[src/rtl/mult_pkg.sv]
// mult_pkg: shared types and constants for the sequential Booth multiplier.
// Configuration macro: MULT_MULTU_EN (adds unsigned operation, one extra Booth step).
// Contents: FSM state enum, step-count helpers, counter width, Booth recode constants.
package mult_pkg;

    typedef enum logic [0:0] {
        MULT_IDLE,
        MULT_RUN
    } mult_state_e;

    localparam int unsigned MULT_WIDTH = 32;

    // Number of Booth steps for a given operand width.
    function automatic int unsigned mult_steps(input int unsigned width);
`ifdef MULT_MULTU_EN
        return width + 1;
`else
        return width;
`endif
    endfunction

    // Width of the multiplier (q) field: one extra bit when unsigned operands are supported.
    function automatic int unsigned mult_qw(input int unsigned width);
`ifdef MULT_MULTU_EN
        return width + 1;
`else
        return width;
`endif
    endfunction

    localparam int unsigned MULT_STEPS = mult_steps(MULT_WIDTH);
    localparam int unsigned MULT_CNT_W = $clog2(MULT_STEPS);

    localparam logic [1:0] BOOTH_ADD = 2'b01;
    localparam logic [1:0] BOOTH_SUB = 2'b10;

endpackage

[src/rtl/mult_seq_booth_step.sv]
// booth_step: one combinational radix-2 Booth step.
// Ports:
//   i_acc, i_q, i_q_m1 : current product register fields {acc, q, q_m1}
//   i_m                : multiplicand, already extended to AW bits
//   o_acc, o_q, o_q_m1 : product register after add/sub and arithmetic shift right by 1
module booth_step
    import mult_pkg::*;
#(
    parameter int unsigned AW = 33,
    parameter int unsigned QW = 32
) (
    input  logic [AW-1:0] i_acc,
    input  logic [QW-1:0] i_q,
    input  logic          i_q_m1,
    input  logic [AW-1:0] i_m,
    output logic [AW-1:0] o_acc,
    output logic [QW-1:0] o_q,
    output logic          o_q_m1
);

    logic [AW-1:0] w_sum;

    always_comb begin
        case ({i_q[0], i_q_m1})
            BOOTH_ADD: w_sum = i_acc + i_m;
            BOOTH_SUB: w_sum = i_acc - i_m;
            default:   w_sum = i_acc;
        endcase
        // Arithmetic shift of the concatenation {acc, q, q_m1}.
        o_acc  = {w_sum[AW-1], w_sum[AW-1:1]};
        o_q    = {w_sum[0], i_q[QW-1:1]};
        o_q_m1 = i_q[0];
    end

endmodule

[src/rtl/mult_seq.sv]
// mult_seq: sequential radix-2 Booth multiplier, one step per clock, result into Hi/Lo.
// Configuration macro: MULT_MULTU_EN (adds unsigned_op; operands get one extra bit and
// the operation takes WIDTH+1 steps for both signed and unsigned).
// Ports:
//   clk, reset        : clock, synchronous active-high reset
//   start, A, B       : request and operands, sampled only in IDLE
//   unsigned_op       : (MULT_MULTU_EN only) 1 = multu, 0 = mult
//   busy, done        : operation in flight / one-cycle completion pulse
//   Hi, Lo            : last completed product, upper and lower words
module mult_seq
    import mult_pkg::*;
#(
    parameter int unsigned WIDTH = 32
) (
    input  logic             clk,
    input  logic             reset,
    input  logic             start,
    input  logic [WIDTH-1:0] A,
    input  logic [WIDTH-1:0] B,
`ifdef MULT_MULTU_EN
    input  logic             unsigned_op,
`endif
    output logic             busy,
    output logic             done,
    output logic [WIDTH-1:0] Hi,
    output logic [WIDTH-1:0] Lo
);

    localparam int unsigned STEPS = mult_steps(WIDTH);
    localparam int unsigned QW    = mult_qw(WIDTH);
    // Accumulator carries one bit more than q so the most negative multiplicand cannot overflow.
    localparam int unsigned AW    = QW + 1;
    localparam int unsigned CW    = (STEPS > 1) ? $clog2(STEPS) : 1;

    mult_state_e   r_state, w_state_next;
    logic [AW-1:0] r_acc, w_acc_next;
    logic [QW-1:0] r_q, w_q_next;
    logic          r_q_m1, w_q_m1_next;
    logic [AW-1:0] r_m, w_m_next;
    logic [CW-1:0] r_cnt, w_cnt_next;
    logic          r_busy, w_busy_next;
    logic          r_done, w_done_next;
    logic [WIDTH-1:0] r_hi, w_hi_next;
    logic [WIDTH-1:0] r_lo, w_lo_next;

    logic [AW-1:0]      w_step_acc;
    logic [QW-1:0]      w_step_q;
    logic               w_step_q_m1;
    logic [2*WIDTH-1:0] w_prod;
    logic               w_a_ext;
    logic [AW-1:0]      w_m_ext;
    logic [QW-1:0]      w_q_ext;

`ifdef MULT_MULTU_EN
    assign w_a_ext = unsigned_op ? 1'b0 : A[WIDTH-1];
    assign w_q_ext = {(unsigned_op ? 1'b0 : B[WIDTH-1]), B};
`else
    assign w_a_ext = A[WIDTH-1];
    assign w_q_ext = B;
`endif
    assign w_m_ext = {{(AW-WIDTH){w_a_ext}}, A};

    booth_step #(
        .AW (AW),
        .QW (QW)
    ) u_booth_step (
        .i_acc  (r_acc),
        .i_q    (r_q),
        .i_q_m1 (r_q_m1),
        .i_m    (r_m),
        .o_acc  (w_step_acc),
        .o_q    (w_step_q),
        .o_q_m1 (w_step_q_m1)
    );

    // Product is the low 2*WIDTH bits of {acc, q} after the final step.
    assign w_prod = {w_step_acc[2*WIDTH-QW-1:0], w_step_q};

    always_comb begin
        w_state_next = r_state;
        w_acc_next   = r_acc;
        w_q_next     = r_q;
        w_q_m1_next  = r_q_m1;
        w_m_next     = r_m;
        w_cnt_next   = r_cnt;
        w_busy_next  = r_busy;
        w_done_next  = 1'b0;
        w_hi_next    = r_hi;
        w_lo_next    = r_lo;
        case (r_state)
            MULT_IDLE: begin
                if (start) begin
                    w_state_next = MULT_RUN;
                    w_acc_next   = '0;
                    w_q_next     = w_q_ext;
                    w_q_m1_next  = 1'b0;
                    w_m_next     = w_m_ext;
                    w_cnt_next   = '0;
                    w_busy_next  = 1'b1;
                end
            end
            MULT_RUN: begin
                w_acc_next  = w_step_acc;
                w_q_next    = w_step_q;
                w_q_m1_next = w_step_q_m1;
                w_cnt_next  = r_cnt + CW'(1);
                if (r_cnt == CW'(STEPS - 1)) begin
                    w_state_next = MULT_IDLE;
                    w_cnt_next   = '0;
                    w_busy_next  = 1'b0;
                    w_done_next  = 1'b1;
                    w_hi_next    = w_prod[2*WIDTH-1:WIDTH];
                    w_lo_next    = w_prod[WIDTH-1:0];
                end
            end
            default: begin
                w_state_next = MULT_IDLE;
                w_busy_next  = 1'b0;
            end
        endcase
    end

    always_ff @(posedge clk) begin
        if (reset) begin
            r_state <= MULT_IDLE;
            r_acc   <= '0;
            r_q     <= '0;
            r_q_m1  <= 1'b0;
            r_m     <= '0;
            r_cnt   <= '0;
            r_busy  <= 1'b0;
            r_done  <= 1'b0;
            r_hi    <= '0;
            r_lo    <= '0;
        end else begin
            r_state <= w_state_next;
            r_acc   <= w_acc_next;
            r_q     <= w_q_next;
            r_q_m1  <= w_q_m1_next;
            r_m     <= w_m_next;
            r_cnt   <= w_cnt_next;
            r_busy  <= w_busy_next;
            r_done  <= w_done_next;
            r_hi    <= w_hi_next;
            r_lo    <= w_lo_next;
        end
    end

    assign busy = r_busy;
    assign done = r_done;
    assign Hi   = r_hi;
    assign Lo   = r_lo;

endmodule

[config.mk]
export PLATFORM = sky130hd
export DESIGN_NAME = mult_seq
export DESIGN_NICKNAME = d
export VERILOG_FILES = /design/src/rtl/mult_pkg.sv /design/src/rtl/mult_seq_booth_step.sv /design/src/rtl/mult_seq.sv
export SDC_FILE = /design/constraint.sdc
export NUM_CORES = 1
export LEC_CHECK = 0
export BUFFER_PORTS_ARGS = -buffer_cell sky130_fd_sc_hd__buf_2
export CAP_MARGIN = 10
export CORE_MARGIN = 5
export CORE_UTILIZATION = 30
export CTS_CLUSTER_DIAMETER = 30
export DETAILED_ROUTE_END_ITERATION = 7
export PLACE_DENSITY_LB_ADDON = 0.3
export SYNTH_ARGS = -nofsm -noshare
export SYNTH_HDL_FRONTEND = slang
export SYNTH_SLANG_ARGS = --single-unit
[constraint.sdc]
create_clock -name clk -period 11.95 [get_ports clk]
set_clock_uncertainty 0.15 [all_clocks]
set_input_delay 2.39 -clock clk [delete_from_list [all_inputs] [get_ports clk]]
set_output_delay 2.39 -clock clk [all_outputs]
set_load 0.05 [all_outputs]
==> run summary <==
* **detailed-route vias per instance** 5.01
* **number of H-tree branching levels** 4
* **dominant cells by area after synthesis** dfxtp_1 (39%), a21oi_1 (7.8%), nor2_1 (6.0%)
* **type of element launching the critical path** flop
* **total congestion overflow after global routing** 0
* **combinational group share of total power** 18.9%
* **share of final-layout standard cells stronger than drive strength 1** 16.4%
* **achievable frequency** 200 MHz
* **total via count in the routed design** 7,782
* **data required time at the worst endpoint** 12,090 ps
* **Root Buffer** clkbuf_16
* **Layout Area Growth over Synthesis** 18.3%
* **Seq cells post-synth** 169
* **Synth top area share** 38.9%
* **Synth Area per Inst** 8.15 sq um
* **count of routing violations after the opening detailed-route iteration** 459
* **Total Routed Length** 24,300 um
* **routed len/inst** 15.6 um
* **all-layer global routing usage** 14.6%
* **top-level I/O count** 133
* **pin count of the biggest net entering global routing** 83
* **1st-pass router iterations** 4
* **number of sinks handled by clock tree synthesis** 169
* **most common flop cell mapped by yosys** dfxtp_1
* **Flop pwr share** 41.7%
* **port bufs** 132
* **post-cts gate resize count** 0
* **Final #Nets** 1,260
* **total inserted antenna cells** 0
* **final total power** 1.44 mW
* **Internal Pwr Total** 0.976 mW
* **proportion of power drawn by the clock network** 39.4%
* **post-route setup slack** 6940 ps
* **startpoint of the tightest hold check path** Hi[14]$_SDFFE_PP0P_
* **Max Slew Vio Count** 0
* **Netlist Area Pre-Place** 8690 sq um
* **leakage power summed over all cells** 4.38 nW
* **Tmin final** 5010 ps
* **area taken by multi-input logic gates** 4980 sq um
* **antenna violations before repair** 0
* **worst hold path stage count** 1
* **R2R Path Start** r_m[2]$_SDFFE_PP0P_
* **worst r2r path cells** 17
* **number of enable flip-flop cells after synthesis** 0
* **synthesized netlist cell count** 1,066
* **synthesized net count** 1,170
* **distinct cell type count after synthesis** 64
* **sw frac** 32.2%
* **area of all sequential standard cells** 3390 sq um
* **die area** 32,500 sq um
* **number of global-route vias before repair** 7,557
* **gpl congestion** 0.888
* **most instantiated cells after synthesis** dfxtp_1 (169), nor2_1 (138), a21oi_1 (136), nand2_1 (132), clkbuf_1 (61)
* **number of hold violations in the final report** 0
* **biggest fanout along the worst timing path** 7
* **Total Negative Setup Slacks** 0 ps
* **total power per unit cell area** 140 nW/um^2
* **total core area** 28,600 sq um
* **end of the worst register-to-register path** r_acc[30]$_SDFFE_PP0P_
* **Critical Path AT** 5150 ps
* **Post-CTS Repair Setup Buffers** 0
* **clock insertion delay at the later pin of the skew report** 440 ps
* **Synth area leader** dfxtp_1
* **unrepaired setup endpoints after global routing** no
* **Worst Path Class, Setup** flop to flop
* **starting density of the core** 30.4%
* **CTS Hold Bufs** 0
* **top-count cell post-synth** dfxtp_1
* **vertical extent of the die** 180 um
* **pre-CTS worst setup slack** 6810 ps
* **switching pwr** 0.464 mW
* **setup slack of the most critical reg-to-reg path** 6940 ps
* **worst supply voltage drop on vdd** 0.0945 mV
* **critical path capture point type** flop
* **Tcrit/Tclk final** 41.9%
* **proportion of synthesized flip-flops having asynchronous set or reset** 0%
* **total of max-cap violations** 0
* **count of endpoints failing setup in the final report** 0
* **detailed placement HPWL** 17,000 um
* **CTS Buf Count** 17
* **worst min path class** flop to flop
* **number of nets with antenna violations after detailed routing** 0
* **width of the die** 180 um
* **CTS tree** yes
* **maximum clock insertion buffer count** 2
* **Worst-Margin Slew** 1100 ps
* **wire length of the first global-routing pass** 39,500 um
* **Site Rows** 62
* **sequential fraction of the synthesis area** 38.9%
* **tightest slew margin relative to the limit** 26.3%
* **launching element of the worst setup path** r_m[2]$_SDFFE_PP0P_
* **Clk pin slew, worst setup/hold paths** 70 ps
* **number of filler instances in the final layout** 3,024
* **Hold EP** Hi[14]$_SDFFE_PP0P_
* **number of remaining DRC errors** 0
* **synth warn** 0
* **result of the run** completed
[logic make-up after synthesis]
| logic type | share of synthesized area (%) |
|---|---|
| fa+ha+maj | 5.41 |
| simple gates | 17.7 |
| xor+xnor | 5.44 |
| buf+inv | 3.93 |
| flops | 38.9 |
| mux | 4.52 |
| compound gates | 24.1 |
[final cells by class]
cell class,instances,share of cell area [%]
well taps,384,4.67
clock buffers,17,4.14
repair buffers,141,7.11
inverters,21,0.767
multi-input cells,806,48.5
flip-flops and latches,169,33.0
clock inverters,15,1.90
[metrics by stage]
stage,std cells,hold WS [ps],cell area [sq um],util [%]
after floorplan,1066,306,8690,-
after global placement,1521,283,9660,33.7
after detailed placement,1521,290,9660,33.7
after CTS,1553,306,10300,35.9
after global routing,1553,334,10300,35.9
final,1553,302,10300,35.9
[per-layer routing]
metal  GRT usage [%]  vias to the layer above  wire length [um]
met4            4.99                        0               687
met2            24.6                      175             11500
met5               0                        -                 0
met3            3.15                       35               931
met1            18.6                     3606             11200
li1                -                     3966                 -
[worst max path at each step]
stage                                  end  slack (ps)  depth (start not counted)
floorplan               Lo[0]$_SDFFE_PP0P_        7930                          7
global placement       Hi[31]$_SDFFE_PP0P_        6850                          7
detailed placement     Hi[31]$_SDFFE_PP0P_        6810                          7
CTS                 r_acc[30]$_SDFFE_PP0P_        7100                         17
global route           Hi[29]$_SDFFE_PP0P_        6640                         16
finish              r_acc[30]$_SDFFE_PP0P_        6940                         17
[state kept, by name (all words and copies together), names as in the netlist, 5 cells and up]
signal	count
Hi	32
Lo	32
r_acc	32
r_m	32
r_q	32
r_cnt	5
[critical path: stages (launching register included)]
cell       delay (ps)
dfxtp_1           350
nor2_1            210
nor4b_1           790
nand2_1           100
nor2_1            310
a21oi_1           130
xnor2_1           140
ha_1              410
nand2_1           110
o21ai_0           330
nor2_1             80
o21ai_1           100
a41oi_1           110
o41ai_1           710
o2111ai_1         170
a21oi_1           250
mux2i_1           280
a311oi_1          120
[layout by cell type (no fill, tap or decap), types with 6 or more instances in the layout]
cell / count
clkinv_8: 6
nor2b_1: 11
buf_4: 10
a31oi_1: 11
mux2i_1: 37
nand3_1: 6
a211oi_1: 7
a21oi_1: 135
and3_1: 16
o21ai_0: 48
nor2_1: 137
nor3_1: 14
buf_2: 131
nand2b_1: 7
nand2_1: 132
xnor2_1: 45
a32o_1: 6
dfxtp_1: 168
xor2_1: 9
a311oi_1: 11
inv_1: 19
clkbuf_16: 17
a21o_1: 13
a22o_1: 49
ha_1: 36
[power groups by stage]
stage | combinational [mW] | clock [mW] | sequential, mW
floorplan | 0.211 | 0 | 0.607
global placement | 0.270 | 0 | 0.613
detailed placement | 0.272 | 0 | 0.614
CTS | 0.274 | 0.582 | 0.600
global route | 0.306 | 0.609 | 0.604
finish | 0.272 | 0.567 | 0.601
(Power assumes the default switching activity.)
